===== config.mk =====
export PLATFORM = sky130hd
export DESIGN_NAME = param_seq_datapath
export DESIGN_NICKNAME = d
export VERILOG_FILES = /design/src/rtl/dp_pkg.sv /design/src/rtl/iter_muldiv.sv /design/src/rtl/param_seq_datapath.sv
export SDC_FILE = /design/constraint.sdc
export NUM_CORES = 2
export LEC_CHECK = 0
export CAP_MARGIN = 15
export CORE_ASPECT_RATIO = 0.75
export CORE_MARGIN = 2
export CORE_UTILIZATION = 34
export CTS_CLUSTER_DIAMETER = 30
export DETAILED_ROUTE_END_ITERATION = 7
export GPL_ROUTABILITY_DRIVEN = 1
export PLACE_DENSITY = 0.54
export SLEW_MARGIN = 10
export SYNTH_ARGS = -nofsm -noshare
export SYNTH_HDL_FRONTEND = slang
export SYNTH_SLANG_ARGS = --single-unit

===== constraint.sdc =====
create_clock -name clk -period 76.6 [get_ports clk]
set_input_delay 11.49 -clock clk [delete_from_list [all_inputs] [get_ports clk]]
set_output_delay 11.49 -clock clk [all_outputs]
set_load 0.1 [all_outputs]

===== src/rtl/dp_pkg.sv =====
// Shared definitions for param_seq_datapath: opcode values and the
// instruction sequencer's state encoding.
package dp_pkg;

  localparam int OP_ADD  = 'h03;
  localparam int OP_SUB  = 'h04;
  localparam int OP_AND  = 'h05;
  localparam int OP_OR   = 'h06;
  localparam int OP_SHR  = 'h07;
  localparam int OP_SHRA = 'h08;
  localparam int OP_SHL  = 'h09;
  localparam int OP_ROR  = 'h0A;
  localparam int OP_ROL  = 'h0B;
  localparam int OP_MUL  = 'h0F;
  localparam int OP_DIV  = 'h10;
  localparam int OP_NEG  = 'h11;
  localparam int OP_NOT  = 'h12;

  typedef enum logic [2:0] {
    S_IDLE,
    S_LOADY,
    S_EXEC,
    S_WB,
    S_DONE
  } state_e;

  function automatic logic isMulDiv(input int op);
    return (op == OP_MUL) || (op == OP_DIV);
  endfunction

endpackage


===== src/rtl/iter_muldiv.sv =====
// Iterative signed multiply (shift-add) and divide (restoring) on operand
// magnitudes, one bit per clock; the first step is taken on the start edge.
module iter_muldiv
  import dp_pkg::*;
#(
  parameter int DATA_W = 32
) (
  input  logic              clk,
  input  logic              clr,
  input  logic              start,
  input  logic [DATA_W-1:0] a,
  input  logic [DATA_W-1:0] b,
  input  logic              is_div,
  output logic [DATA_W-1:0] hi,
  output logic [DATA_W-1:0] lo,
  output logic              ready
);

  localparam int CW = $clog2(DATA_W) + 1;

  logic [2*DATA_W-1:0] p_q;
  logic [DATA_W-1:0]   m_q;
  logic [DATA_W-1:0]   dvd_q;
  logic                div_q;
  logic                negQ_q;
  logic                negR_q;
  logic                dz_q;
  logic                ready_q;
  logic [CW-1:0]       cnt_q;

  logic [DATA_W-1:0]   magA;
  logic [DATA_W-1:0]   magB;
  logic [DATA_W-1:0]   quo;
  logic [DATA_W-1:0]   rem;
  logic [2*DATA_W-1:0] prod;

  // Divide keeps {remainder, quotient} in p; multiply keeps {partial, multiplier}.
  function automatic logic [2*DATA_W-1:0] step(input logic [2*DATA_W-1:0] p,
                                               input logic [DATA_W-1:0]   m,
                                               input logic                div);
    logic [DATA_W:0]   sum;
    logic [DATA_W:0]   t;
    logic [DATA_W+1:0] diff;
    if (div) begin
      t    = p[2*DATA_W-1:DATA_W-1];
      diff = {1'b0, t} - {2'b00, m};
      if (diff[DATA_W+1]) step = {t[DATA_W-1:0], p[DATA_W-2:0], 1'b0};
      else                step = {diff[DATA_W-1:0], p[DATA_W-2:0], 1'b1};
    end else begin
      sum  = {1'b0, p[2*DATA_W-1:DATA_W]} + (p[0] ? {1'b0, m} : '0);
      step = {sum, p[DATA_W-1:1]};
    end
  endfunction

  assign magA  = a[DATA_W-1] ? -a : a;
  assign magB  = b[DATA_W-1] ? -b : b;
  assign ready = ready_q;

  always_ff @(posedge clk or posedge clr) begin
    if (clr) begin
      p_q     <= '0;
      m_q     <= '0;
      dvd_q   <= '0;
      div_q   <= 1'b0;
      negQ_q  <= 1'b0;
      negR_q  <= 1'b0;
      dz_q    <= 1'b0;
      ready_q <= 1'b0;
      cnt_q   <= '0;
    end else if (start) begin
      div_q   <= is_div;
      dvd_q   <= a;
      dz_q    <= is_div && (b == '0);
      negQ_q  <= a[DATA_W-1] ^ b[DATA_W-1];
      negR_q  <= a[DATA_W-1];
      m_q     <= is_div ? magB : magA;
      p_q     <= step(is_div ? {{DATA_W{1'b0}}, magA} : {{DATA_W{1'b0}}, magB},
                      is_div ? magB : magA, is_div);
      cnt_q   <= CW'(DATA_W - 1);
      ready_q <= 1'b0;
    end else if (cnt_q != '0) begin
      p_q   <= step(p_q, m_q, div_q);
      cnt_q <= cnt_q - 1'b1;
      if (cnt_q == CW'(1)) ready_q <= 1'b1;
    end
  end

  // Sign fix-up; divide-by-zero overrides to all-ones quotient and dividend remainder.
  always_comb begin
    quo  = p_q[DATA_W-1:0];
    rem  = p_q[2*DATA_W-1:DATA_W];
    prod = negQ_q ? -p_q : p_q;
    if (div_q) begin
      lo = dz_q ? '1    : (negQ_q ? -quo : quo);
      hi = dz_q ? dvd_q : (negR_q ? -rem : rem);
    end else begin
      lo = prod[DATA_W-1:0];
      hi = prod[2*DATA_W-1:DATA_W];
    end
  end

endmodule


===== src/rtl/param_seq_datapath.sv =====
// Self-sequenced register-file datapath: one Ra <= Rb op Rc instruction per
// start pulse, walking IDLE -> LOADY -> EXEC -> WB -> DONE.
module param_seq_datapath
  import dp_pkg::*;
#(
  parameter  int DATA_W   = 32,
  parameter  int NUM_REGS = 16,
  parameter  int OP_W     = 5,
  localparam int AW       = $clog2(NUM_REGS),
  localparam int SW       = $clog2(DATA_W)
) (
  input  logic              clk,
  input  logic              clr,
  input  logic              start,
  input  logic [OP_W-1:0]   op_code,
  input  logic [AW-1:0]     ra,
  input  logic [AW-1:0]     rb,
  input  logic [AW-1:0]     rc,
  input  logic              ba_sel,
  input  logic              ld_en,
  input  logic [AW-1:0]     ld_addr,
  input  logic [DATA_W-1:0] ld_data,
  input  logic [AW-1:0]     dbg_addr,
  output logic [DATA_W-1:0] dbg_data,
  output logic              busy,
  output logic              done,
  output logic              op_err,
  output logic              dz_err,
  output logic [DATA_W-1:0] hi_q,
  output logic [DATA_W-1:0] lo_q
);

  state_e              state_q;
  logic [OP_W-1:0]     opCode_q;
  logic [AW-1:0]       ra_q;
  logic [AW-1:0]       rb_q;
  logic [AW-1:0]       rc_q;
  logic                baSel_q;
  logic [DATA_W-1:0]   regs_q [NUM_REGS];
  logic [DATA_W-1:0]   y_q;
  logic [2*DATA_W-1:0] z_q;

  logic [DATA_W-1:0]   yLoad;
  logic [DATA_W-1:0]   rcVal;
  logic [DATA_W-1:0]   aluRes;
  logic                aluLegal;
  logic                opMulDiv;
  logic                opDiv;
  logic                mdStart;
  logic                mdReady;
  logic [DATA_W-1:0]   mdHi;
  logic [DATA_W-1:0]   mdLo;
  logic [SW-1:0]       shAmt;
  logic [SW:0]         shInv;

  assign dbg_data = regs_q[dbg_addr];
  assign rcVal    = regs_q[rc_q];
  assign yLoad    = (baSel_q && rb_q == '0) ? '0 : regs_q[rb_q];
  assign opMulDiv = isMulDiv(int'(opCode_q));
  assign opDiv    = int'(opCode_q) == OP_DIV;
  assign shAmt    = rcVal[SW-1:0];
  assign shInv    = (SW+1)'(DATA_W) - {1'b0, shAmt};

  // The iterator is launched from LOADY with the value Y is about to take,
  // so its DATA_W steps line up exactly with the EXEC window.
  assign mdStart  = (state_q == S_LOADY) && opMulDiv;

  iter_muldiv #(.DATA_W(DATA_W)) u_muldiv (
    .clk    (clk),
    .clr    (clr),
    .start  (mdStart),
    .a      (yLoad),
    .b      (rcVal),
    .is_div (opDiv),
    .hi     (mdHi),
    .lo     (mdLo),
    .ready  (mdReady)
  );

  always_comb begin
    aluRes   = '0;
    aluLegal = 1'b1;
    case (int'(opCode_q))
      OP_ADD:  aluRes = y_q + rcVal;
      OP_SUB:  aluRes = y_q - rcVal;
      OP_AND:  aluRes = y_q & rcVal;
      OP_OR:   aluRes = y_q | rcVal;
      OP_SHR:  aluRes = y_q >> shAmt;
      OP_SHRA: aluRes = $signed(y_q) >>> shAmt;
      OP_SHL:  aluRes = y_q << shAmt;
      OP_ROR:  aluRes = (y_q >> shAmt) | (y_q << shInv);
      OP_ROL:  aluRes = (y_q << shAmt) | (y_q >> shInv);
      OP_MUL:  aluRes = '0;
      OP_DIV:  aluRes = '0;
      OP_NEG:  aluRes = -y_q;
      OP_NOT:  aluRes = ~y_q;
      default: aluLegal = 1'b0;
    endcase
  end

  always_ff @(posedge clk or posedge clr) begin
    if (clr) begin
      state_q  <= S_IDLE;
      opCode_q <= '0;
      ra_q     <= '0;
      rb_q     <= '0;
      rc_q     <= '0;
      baSel_q  <= 1'b0;
      y_q      <= '0;
      z_q      <= '0;
      hi_q     <= '0;
      lo_q     <= '0;
      busy     <= 1'b0;
      done     <= 1'b0;
      op_err   <= 1'b0;
      dz_err   <= 1'b0;
      for (int i = 0; i < NUM_REGS; i++) regs_q[i] <= '0;
    end else begin
      done <= 1'b0;
      case (state_q)
        S_IDLE: begin
          if (ld_en) regs_q[ld_addr] <= ld_data;
          if (start) begin
            opCode_q <= op_code;
            ra_q     <= ra;
            rb_q     <= rb;
            rc_q     <= rc;
            baSel_q  <= ba_sel;
            busy     <= 1'b1;
            state_q  <= S_LOADY;
          end
        end
        S_LOADY: begin
          y_q     <= yLoad;
          state_q <= S_EXEC;
        end
        S_EXEC: begin
          if (!opMulDiv) begin
            z_q     <= {{DATA_W{1'b0}}, aluRes};
            state_q <= S_WB;
          end else if (mdReady) begin
            z_q     <= {mdHi, mdLo};
            state_q <= S_WB;
          end
        end
        S_WB: begin
          if (opMulDiv) begin
            hi_q <= z_q[2*DATA_W-1:DATA_W];
            lo_q <= z_q[DATA_W-1:0];
            if (opDiv && rcVal == '0) dz_err <= 1'b1;
          end else if (aluLegal) begin
            regs_q[ra_q] <= z_q[DATA_W-1:0];
          end else begin
            op_err <= 1'b1;
          end
          busy    <= 1'b0;
          done    <= 1'b1;
          state_q <= S_DONE;
        end
        S_DONE: state_q <= S_IDLE;
        default: state_q <= S_IDLE;
      endcase
    end
  end

endmodule


# Yosys cells after proc, flatten, opt, wreduce, memory -nomap -nowiden
# Cells that the tools add are included.
# totals
reg_bits	836
latchBits	0
mem_bits_rw	0
rom_bits	0
input_bits	62
output_inout_bits	100
elab_cells	181
n_memories	0
# op_classes
addsub	14
mul	0
div	0
order_cmp	7
n_eq_ne	25
shift	5
mux	55
bitwise	13
reduce_logical	23
# op_table
operator	n
$mux 512	3
$bwmux 512	2
$pmux 512 s2	1
$mux 32	21
$mux 64	9
$bmux 32 s4	3
$pmux 32 s11	1
$demux 32 s4	2
$neg 32->32	5
$or 32x32->32	3
$sub 33x32->34	2
$neg 64->64	1
$add 32x33->33	1
$add 32x33->33 const A	1
$add 32x32->32	1
$and 32x32->32	1
$logic_not 32->1	1
$not 32->32	1
$shl 32x5->32	1
$shl 32x6->32	1
$shr 32x5->32	1
$shr 32x6->32	1
$sshr 32x5->32	1
$sub 32x32->32	1
other kinds (32)	77

# Depth between registers and ports, before layout
# logic_depth
ltp_word	12
mapped_depth	33
depth_no_buf	25

# Cells and area by module
# A second synthesis with hierarchy kept.
# unflattened
hier_cells	7570
area_unflattened_um2	68749.7
# by_module_without_submodules
module	n_inst	cells_per_inst	area_per_inst_um2	seq_area_each_um2
param_seq_datapath	1	5466	53191.0	17441.7
iter_muldiv	1	2104	15558.7	3453.3

# Least setup slack after synthesis
# OpenSTA, ideal clock, no wires.
# synth_timing
kind	input port to output port
from	input port dbg_addr[0]
to	output port dbg_data[11]
t_arrival_ns	13.837
t_required_ns	65.110
setup_slack_ns	51.273
cell_stages	4
n_path_buf	2
path_cell_list	clkbuf_1 > buf_1 > mux4_2 > mux4_2
# synth_via
elab_chain_cells	4
# synth_rtl
element	line_no	text
from (decl)	param_seq_datapath.sv:23	input logic [AW-1:0] dbg_addr,
$not 4->5 (implied by the code)	param_seq_datapath.sv:56	assign dbg_data = regs_q[dbg_addr];
$bmux 32 s4	param_seq_datapath.sv:56	
$mux 32 (implied by the code) (2 in a row)	param_seq_datapath.sv:56	
to (decl)	param_seq_datapath.sv:24	output logic [DATA_W-1:0] dbg_data,
# Every way passes these cells. The select of a mux whose other input is x is not followed.

# Final worst setup path
# layout_timing
from	input port dbg_addr[1]
to	output port dbg_data[6]
# The elaborated chain is that of the path after synthesis.

==> run metrics <==
Crit Path Max Fanout=72; post_cts resized=0; Worst-Skew Late Latency=920 ps; commonest non-fill, non-tap cell in the layout=dfrtp_1; Yosys top cell area share=30.6%; Total Routing Usage GR=35.5%; unrepaired setup endpoints after global routing=no; failing checks=DRC; Final GP Congestion=1.05; async set or reset register ratio after synthesis=100%; GR Layer Usage met2=46.8%; FF-to-FF setup slack=66710 ps; Starting DRT DRC Count=11759; reg2reg end=z_q[26]; CP Launch Type=primary input; Initial Utilization=34.2%; Worst Hold End=z_q[40]; core area=0.200 sq mm; CP Capture Type=output port; Synthesized Nets=7483; Core Util, Final=40.4%; hold_sp=z_q[40]; post-synthesis sequential area ratio=30.6%; FF-to-FF Start=rc_q[0]; largest stage delay on the critical path=1020 ps; wire per inst=37.1 um; synth unique cells=108; CTS sink cnt=835; vias in the first global route=66105; largest cells by area after synthesis=dfrtp_1, mux4_2, o221ai_1, o21a_1, nand2_1; warnings from Yosys=0; TritonCTS Buffers=218; worst path bufs/invs=3; nets=7343; R2R depth=25; EDFF count, synth=0; Clock Skew=130 ps; relative slew slack=9.12%; crit-path leading delay family=buffers and inverters; met3 GRT Util=15.1%; global route hottest layer=met1; Die ar.=0.205 sq mm; Final Cycle Share=34.6%; first-pass GRT wire length=521000 um; syn_area_per_cell=9.34 sq um; cell count after synthesis=7310; met1 Usage GRT=48.3%; IO Port Bufs=161; most frequent cells in the layout=dfrtp_1, nand2_1, nor2_1; GR Overflow Total=0; DP HPWL=251000 um; Die X=522 um; Data arrival, critical path=15030 ps; number of remaining DRC errors=1; dominant cell type by area after synthesis=dfrtp_1; TritonCTS clock tree=done; Hold Vio Cnt, Final=0; Root Buffer Master=clkbuf_16; post-route ant nets=0; CTS clk-pin slew, worst paths=50 ps; Final min period=26520 ps; most frequent cell on the critical path=mux4_2; cell area after synthesis=0.0683 sq mm; I/O pin cnt=162; drt first pass iters=8; largest net degree at the start of global routing=161; area grow syn2layout=18.0%; post-synthesis register bit count=835; Top FF cell, synth=dfrtp_1; Crit Path Class=in2out; worst hold path type=reg2reg; Hold Crit Depth=2; Max Slew Vio Count=0; CP required=65110 ps; Hold Worst Slack=469 ps; CTS Buffer Depth=3; Worst-Margin Slew=1360 ps; fmax=37.7 MHz; Max Cap Viol=0; via count=71051; Vias per Instance=7.08; status=finished, violations left; Cell Chain, Critical Path=buf_6, buf_4, mux4_2, mux4_2, clkdlybuf4s50_1; final setup vio count=0; H-Tree Level Count=4; post-CTS setup buffers=0; setup_tns=0 ps; chip height=392 um; cell row count=142; ratio of cells with drive above 1 in the final layout=17.6%; cts-stage hold buffer count=0; slowest cell on the critical path=clkdlybuf4s50_1; initial antenna violation count=36; wirelength, routed=372000 um
## Yosys cell counts (42+ instances only)
master,number
a211oi_1,74
a21oi_1,423
a22oi_1,67
a31oi_1,44
buf_1,69
buf_2,48
clkbuf_1,593
dfrtp_1,835
ha_1,108
inv_1,96
mux2_2,147
mux2i_1,259
mux4_1,46
mux4_2,369
nand2_1,728
nand3_1,106
nor2_1,529
nor2b_1,42
nor3_1,126
o211ai_1,87
o21a_1,514
o21ai_0,506
o221ai_1,502
o31ai_1,47
or3_1,50
xnor2_1,133
xor2_1,94
## final cells by class
cell class / count / area [sq um]
diodes: 15 / 37.5
inverters: 103 / 395
well taps: 2664 / 3330
flip-flops and latches: 835 / 20900
clock inverters: 133 / 2190
fillers: 19632 / 119000
repair buffers: 391 / 3400
clock buffers: 275 / 5990
multi-input cells: 5621 / 44300
## cells by family (layout without fill, tap and decap cells)
kind of cell,Yosys count,after routing,share of synthesized area [%]
compound gates,2633,2633,27.0
mux,824,824,20.2
buf+inv,854,902,5.23
other cells,0,15,0
fa+ha+maj,111,111,2.07
simple gates,1826,1826,12.0
xor+xnor,227,227,2.91
flops,835,835,30.6
## sequential cells by signal, summed over array words and instances (netlist names), 3 cells and up
signal / flops
lo_q: 32
u_muldiv.m_q: 32
y_q: 32
regs_q: 512
z_q: 64
hi_q: 32
u_muldiv.cnt_q: 6
opCode_q: 5
state_q: 3
u_muldiv.dvd_q: 31
u_muldiv.p_q: 64
rc_q: 4
rb_q: 4
ra_q: 4
## worst min-delay path, stage by stage, from the launching register on
cell     delay (ps)
dfrtp_1         340
nand2_1          50
nand2_1          50
## metal layers
layer  vias to the layer above  part of all wire (%)
met5                         -                  0.11
met4                        48                   6.2
met3                      1212                    15
met2                      5868                    39
met1                     35820                    40
li1                      28103                     -
## stage by stage
stage	instances	worst slack [ps]	cell area (sq um)
finish	10037	50080	80600
global route	10022	49920	80600
CTS	10019	50020	80500
detailed placement	9611	50020	72300
global placement	9611	50140	72300
floorplan	7310	41650	68300
## worst max-delay path by stage
stage | from | end | slack [ps] | cells after the start
5_1_grt | dbg_addr[0] | dbg_data[22] | 49920 | 5
2_1_floorplan | clr | baSel_q | 41650 | 1
6_report | dbg_addr[1] | dbg_data[6] | 50080 | 5
3_5_place_dp | dbg_addr[1] | dbg_data[3] | 50020 | 5
3_3_place_gp | dbg_addr[0] | dbg_data[22] | 50140 | 5
4_1_cts | dbg_addr[1] | dbg_data[3] | 50020 | 5
Power is not shown: default switching activity piles up to over one toggle a cycle in this logic, so the estimate is an artifact.
